`src/rtl/data_bus_arbiter.sv`:
```
// Two-master data-bus arbiter with registered grant, slave wait states and a watchdog timeout.
// Define ARBITER_ROUND_ROBIN_EN for round-robin arbitration; fixed priority (M0 wins) otherwise.
module data_bus_arbiter #(
  parameter int unsigned TIMEOUT_CYCLES = 255,
  parameter int unsigned WAIT_W         = 8
) (
  input  logic        clock,
  input  logic        reset,
  input  logic [31:0] m0_address,
  input  logic [31:0] m0_write_data,
  input  logic [3:0]  m0_byte_enable,
  input  logic        m0_read_enable,
  input  logic        m0_write_enable,
  output logic [31:0] m0_read_data,
  output logic        m0_ready,
  output logic        m0_error,
  input  logic [31:0] m1_address,
  input  logic [31:0] m1_write_data,
  input  logic [3:0]  m1_byte_enable,
  input  logic        m1_read_enable,
  input  logic        m1_write_enable,
  output logic [31:0] m1_read_data,
  output logic        m1_ready,
  output logic        m1_error,
  output logic [31:0] bus_address,
  output logic [31:0] bus_write_data,
  output logic [3:0]  bus_byte_enable,
  output logic        bus_read_enable,
  output logic        bus_write_enable,
  input  logic [31:0] bus_read_data,
  input  logic        bus_ready
);

  typedef enum logic [1:0] {IDLE, OWN_M0, OWN_M1} state_t;

  localparam logic [WAIT_W-1:0] WAIT_LAST = WAIT_W'(TIMEOUT_CYCLES - 1);

  state_t            state_q, state_d;
  logic              last_q, last_d;   // 1 = M1 owned the bus last
  logic [WAIT_W-1:0] wait_q, wait_d;

  logic req0, req1, sel, sel_req, oth_req, sel_re, sel_we;
  logic tie_m1, keep_owner, done, fault;

  assign req0    = m0_read_enable | m0_write_enable;
  assign req1    = m1_read_enable | m1_write_enable;
  assign sel     = (state_q == OWN_M1);
  assign sel_req = sel ? req1 : req0;
  assign oth_req = sel ? req0 : req1;
  assign sel_re  = sel ? m1_read_enable  : m0_read_enable;
  assign sel_we  = sel ? m1_write_enable : m0_write_enable;

  // tie_m1: who wins a tie in IDLE; keep_owner: owner may keep the bus on a tie at completion
`ifdef ARBITER_ROUND_ROBIN_EN
  assign tie_m1     = ~last_q;
  assign keep_owner = 1'b0;
`else
  logic unused_last_owner;
  assign tie_m1            = 1'b0;
  assign keep_owner        = ~sel;
  assign unused_last_owner = last_q;
`endif

  always_ff @(posedge clock) begin
    if (reset) begin
      state_q <= IDLE;
      last_q  <= 1'b1;
      wait_q  <= '0;
    end else begin
      state_q <= state_d;
      last_q  <= last_d;
      wait_q  <= wait_d;
    end
  end

  always_comb begin
    state_d          = state_q;
    last_d           = last_q;
    wait_d           = wait_q;
    done             = 1'b0;
    fault            = 1'b0;
    bus_address      = '0;
    bus_write_data   = '0;
    bus_byte_enable  = '0;
    bus_read_enable  = 1'b0;
    bus_write_enable = 1'b0;
    m0_read_data     = '0;
    m1_read_data     = '0;

    // Outputs are forced low while reset is asserted so an in-flight access never completes.
    if (!reset) begin
      case (state_q)
        IDLE: begin
          if (req0 && req1)
            state_d = tie_m1 ? OWN_M1 : OWN_M0;
          else if (req0)
            state_d = OWN_M0;
          else if (req1)
            state_d = OWN_M1;
        end
        OWN_M0, OWN_M1: begin
          bus_address      = sel ? m1_address     : m0_address;
          bus_write_data   = sel ? m1_write_data  : m0_write_data;
          bus_byte_enable  = sel ? m1_byte_enable : m0_byte_enable;
          bus_write_enable = sel_we;
          bus_read_enable  = sel_re & ~sel_we;
          if (sel)
            m1_read_data = bus_read_data;
          else
            m0_read_data = bus_read_data;

          if (bus_ready) begin
            done   = 1'b1;
            last_d = sel;
            wait_d = '0;
            if (!oth_req)
              state_d = IDLE;
            else if (sel_req && keep_owner)
              state_d = state_q;
            else
              state_d = sel ? OWN_M0 : OWN_M1;
          end else if (!sel_req) begin
            bus_read_enable  = 1'b0;
            bus_write_enable = 1'b0;
            state_d          = IDLE;
            wait_d           = '0;
          end else if (wait_q == WAIT_LAST) begin
            bus_read_enable  = 1'b0;
            bus_write_enable = 1'b0;
            done             = 1'b1;
            fault            = 1'b1;
            state_d          = IDLE;
            wait_d           = '0;
          end else if (wait_q != '1) begin
            wait_d = wait_q + 1'b1;
          end
        end
        default: state_d = IDLE;
      endcase
    end

    m0_ready = done  & ~sel;
    m1_ready = done  &  sel;
    m0_error = fault & ~sel;
    m1_error = fault &  sel;
  end

endmodule

```
`config.mk`:
```
export PLATFORM = sky130hd
export DESIGN_NAME = data_bus_arbiter
export DESIGN_NICKNAME = d
export VERILOG_FILES = /design/src/rtl/data_bus_arbiter.sv
export SDC_FILE = /design/constraint.sdc
export NUM_CORES = 1
export LEC_CHECK = 0
export ABC_AREA = 1
export CAP_MARGIN = 20
export CORE_AREA = 5 5 118 120
export DETAILED_ROUTE_END_ITERATION = 12
export DIE_AREA = 0 0 123 125
export PLACE_DENSITY = 0.64
export SKIP_CTS_REPAIR_TIMING = 1
export SYNTH_ARGS = -nofsm -noshare
export SYNTH_HDL_FRONTEND = slang
export SYNTH_SLANG_ARGS = --single-unit
```
`constraint.sdc`:
```
create_clock -name clock -period 2.4 [get_ports clock]
set_input_delay 0.48 -clock clock [delete_from_list [all_inputs] [get_ports clock]]
set_output_delay 0.48 -clock clock [all_outputs]
set_load 0.05 [all_outputs]
```
==> impl_metrics.env <==
export IMPL_outcome="finished, final reports clean"
export IMPL_hold_worst_slack_ns=0.532
export IMPL_hold_viol_final=0
export IMPL_postSynth_asyncResetShare_pct=0
export IMPL_synth_largest_area_cell="sky130_fd_sc_hd__nor2_1"
export IMPL_portBuffers=312
export IMPL_path_max_fanout=15
export IMPL_synth_top_area_share_pct=26.6
export IMPL_clock_path_buffers=2
export IMPL_worst_setup_path_start_kind="flip-flop"
export IMPL_cts_buffers=3
export IMPL_detail_placement_hpwl_mm=14.1
export IMPL_ys_warn_count=0
export IMPL_power_density_cell_area_mw_per_mm2=1090
export IMPL_max_slew_worst_pin_slew_ns=0.641
export IMPL_synthesis_instances=494
export IMPL_clockRootBuffer="sky130_fd_sc_hd__clkbuf_16"
export IMPL_max_cap_violations=0
export IMPL_floorplan_initialDensity_pct=18.7
export IMPL_antenna_cell_count=0
export IMPL_final_setup_viol_count=0
export IMPL_share_of_final_layout_standard_cells_stronger_than_drive_strength_1_pct=37.6
export IMPL_fin_total_pwr_mw=8.52
export IMPL_worst_slew_margin_rel_pct=57.2
export IMPL_vias=4363
export IMPL_initialDrtViolationCount=250
export IMPL_critical_path_endpoint_category="output pin"
export IMPL_rsz_0062_raised_after_global_routing="yes"
export IMPL_design_die_area_mm2=0.0154
export IMPL_critical_path_required_ns=1.92
export IMPL_total_of_flip_flops_plus_latches_after_synthesis=10
export IMPL_number_of_enable_type_register_cells_in_the_synthesized_netlist=0
export IMPL_via_count_of_the_first_global_routing_pass=4317
export IMPL_worst_ir_drop_vdd_uv=494
export IMPL_finalCritPeriodShare_pct=97.6
export IMPL_worst_endpoint_arrival_ns=1.86
export IMPL_drcViolationCount=0
export IMPL_grt_first_pass_wirelength_mm=24.6
export IMPL_syn_nets=674
export IMPL_crit_type="reg -> out"
export IMPL_rows=42
export IMPL_synth_flop_cell="sky130_fd_sc_hd__dfxtp_1"
export IMPL_fp_dieW_um=123
export IMPL_htree_num_levels=1
export IMPL_post_route_min_period_ns=2.34
export IMPL_globalRouteOverflowTotal=0
export IMPL_groute_usage_overall_pct=20.1
export IMPL_pin_count=313
export IMPL_synthToLayoutAreaGrowth_pct=223
export IMPL_timing_max_transition_violations_final=0
export IMPL_worst_hold_check_path_type="reg -> reg"
export IMPL_clock_latency_late_sink_ns=0.24
export IMPL_grt_start_max_net_pins=59
export IMPL_numClockSinks=10
export IMPL_syn_avg_cell_area_um2=4.88
export IMPL_gp_routability_congestion=0.879
export IMPL_timing_setup_tns_ns=0
export IMPL_syn_area_mm2=0.00241
export IMPL_clock_edge_transition_at_the_registers_on_the_reported_setup_and_hold_paths_ns=0.04
export IMPL_part_of_the_yosys_area_used_for_sequential_elements_pct=8.30
export IMPL_final_net_count=979
export IMPL_sequential_cell_area_um2=205
export IMPL_design_core_area_mm2=0.0129
export IMPL_drtPass1Iterations=4
export IMPL_postRouteAntennaNets=0
export IMPL_vias_per_cell=4.48
export IMPL_leakagePower_nw=3.18
export IMPL_routedWlPerCell_um=17.7
export IMPL_multi_input_area_mm2=0.00222
export IMPL_fp_dieH_um=125
export IMPL_fmax_mhz=427
export IMPL_worst_clock_skew_ns=0.00378
export IMPL_cts_tree="built"
export IMPL_fillCellCount=1062
export IMPL_wirelength_mm=17.2
export IMPL_synth_cell_types=31
export IMPL_antenna_found_initial=1
export IMPL_synth_top_cells_by_area="sky130_fd_sc_hd__nor2_1 (27%), sky130_fd_sc_hd__nor3_1 (13%), sky130_fd_sc_hd__o21ai_0 (12%), sky130_fd_sc_hd__inv_1 (8.4%), sky130_fd_sc_hd__dfxtp_1 (8.3%)"
-- worst max-delay path, cell delays in order (launching register included) --
cell,delay [ns]
sky130_fd_sc_hd__dfxtp_4,0.36
sky130_fd_sc_hd__inv_1,0.07
sky130_fd_sc_hd__ha_4,0.28
sky130_fd_sc_hd__inv_4,0.05
sky130_fd_sc_hd__nor2_4,0.13
sky130_fd_sc_hd__buf_12,0.14
sky130_fd_sc_hd__buf_12,0.14
sky130_fd_sc_hd__o21ai_0,0.10
sky130_fd_sc_hd__nor2_2,0.18
sky130_fd_sc_hd__buf_12,0.16
-- power by group --
group / internal [mW] / total (mW) / switching, mW
Combinational: 3.41 / 7.93 / 4.52
Clock: 0.250 / 0.324 / 0.0742
Sequential: 0.218 / 0.262 / 0.0431
-- synthesized netlist by cell type, types with 2 or more instances --
cell                       instances
sky130_fd_sc_hd__nor2_1          171
sky130_fd_sc_hd__nor3_1           65
sky130_fd_sc_hd__o21ai_0          58
sky130_fd_sc_hd__inv_1            54
sky130_fd_sc_hd__nand2_1          38
sky130_fd_sc_hd__clkbuf_1         17
sky130_fd_sc_hd__nand3_1          15
sky130_fd_sc_hd__o21ai_1          13
sky130_fd_sc_hd__buf_2            11
sky130_fd_sc_hd__dfxtp_1          10
sky130_fd_sc_hd__buf_1             5
sky130_fd_sc_hd__ha_1              5
sky130_fd_sc_hd__nor2_4            5
sky130_fd_sc_hd__nand2_4           4
sky130_fd_sc_hd__inv_2             3
sky130_fd_sc_hd__nand2_2           3
sky130_fd_sc_hd__a21oi_1           2
sky130_fd_sc_hd__nand3_2           2
-- worst paths after layout --
path                                start                 endpoint  slack (ns)  cells after the start
setup / recovery  state_q[1]$_SDFFE_PP0P_           bus_address[8]        0.06                      9
hold reg to reg   state_q[0]$_SDFFE_PP0P_  state_q[0]$_SDFFE_PP0P_        0.53                      2
setup reg to reg  state_q[0]$_SDFFE_PP0P_   wait_q[7]$_SDFFE_PP0P_        0.77                     11
hold / removal    state_q[0]$_SDFFE_PP0P_  state_q[0]$_SDFFE_PP0P_        0.53                      2
-- layer usage --
| layer | vias up | GRT usage, % | routed length [um] |
|---|---|---|---|
| li1 | 2169 | - | - |
| met1 | 2001 | 21.2 | 6070 |
| met5 | - | 0 | 13 |
| met2 | 159 | 39.2 | 9470 |
| met4 | 2 | 4.89 | 433 |
| met3 | 32 | 4.83 | 1240 |
-- logic make-up after synthesis --
kind of cell             Yosys count  share of synthesized area (%)
XOR/XNOR                           1                          0.363
flip-flops                        10                           8.30
AND/OR/NAND/NOR                  308                           56.9
AO/OA/AOI/OAI                     74                           15.5
multiplexers                       1                          0.415
buffers and inverters             95                           16.0
adder cells (fa/ha/maj)            5                           2.59
-- cell type report --
| cell class | count | area share (%) |
|---|---|---|
| Inverter | 59 | 2.91 |
| Timing Repair Buffer | 336 | 62.0 |
| Clock buffer | 4 | 1.14 |
| Tap cell | 176 | 2.83 |
| Multi-Input combinational cell | 389 | 28.5 |
| Sequential cell | 10 | 2.63 |
-- placed cells by master, fill, tap and decap left out, drive strengths merged --
cell,count
nor2,178
clkdlybuf4s50,173
buf,159
o21ai,71
nor3,65
inv,58
nand2,45
nand3,17
dfxtp,10
clkbuf,8
ha,5
a21oi,2
mux2i,1
or2,1
o211ai,1
clkinv,1
nand3b,1
nand4,1
xor2,1
-- registers in the layout (all words and copies together), names as in the netlist --
signal and cells:
state_q 2, wait_q 8
-- per-stage QoR --
stage          setup slack, ns  util (%)  std cells  instance area [um^2]
3_3_place_gp            0.0385      58.0        964                  7470
3_5_place_dp            0.0209      58.0        964                  7470
4_1_cts                 -0.126      58.7        968                  7560
5_1_grt                -0.0388      60.5        974                  7790
6_report                0.0584      60.5        974                  7790
2_1_floorplan           -0.335         -        494                  2720
Note: power is estimated with default switching activity, not from simulation.
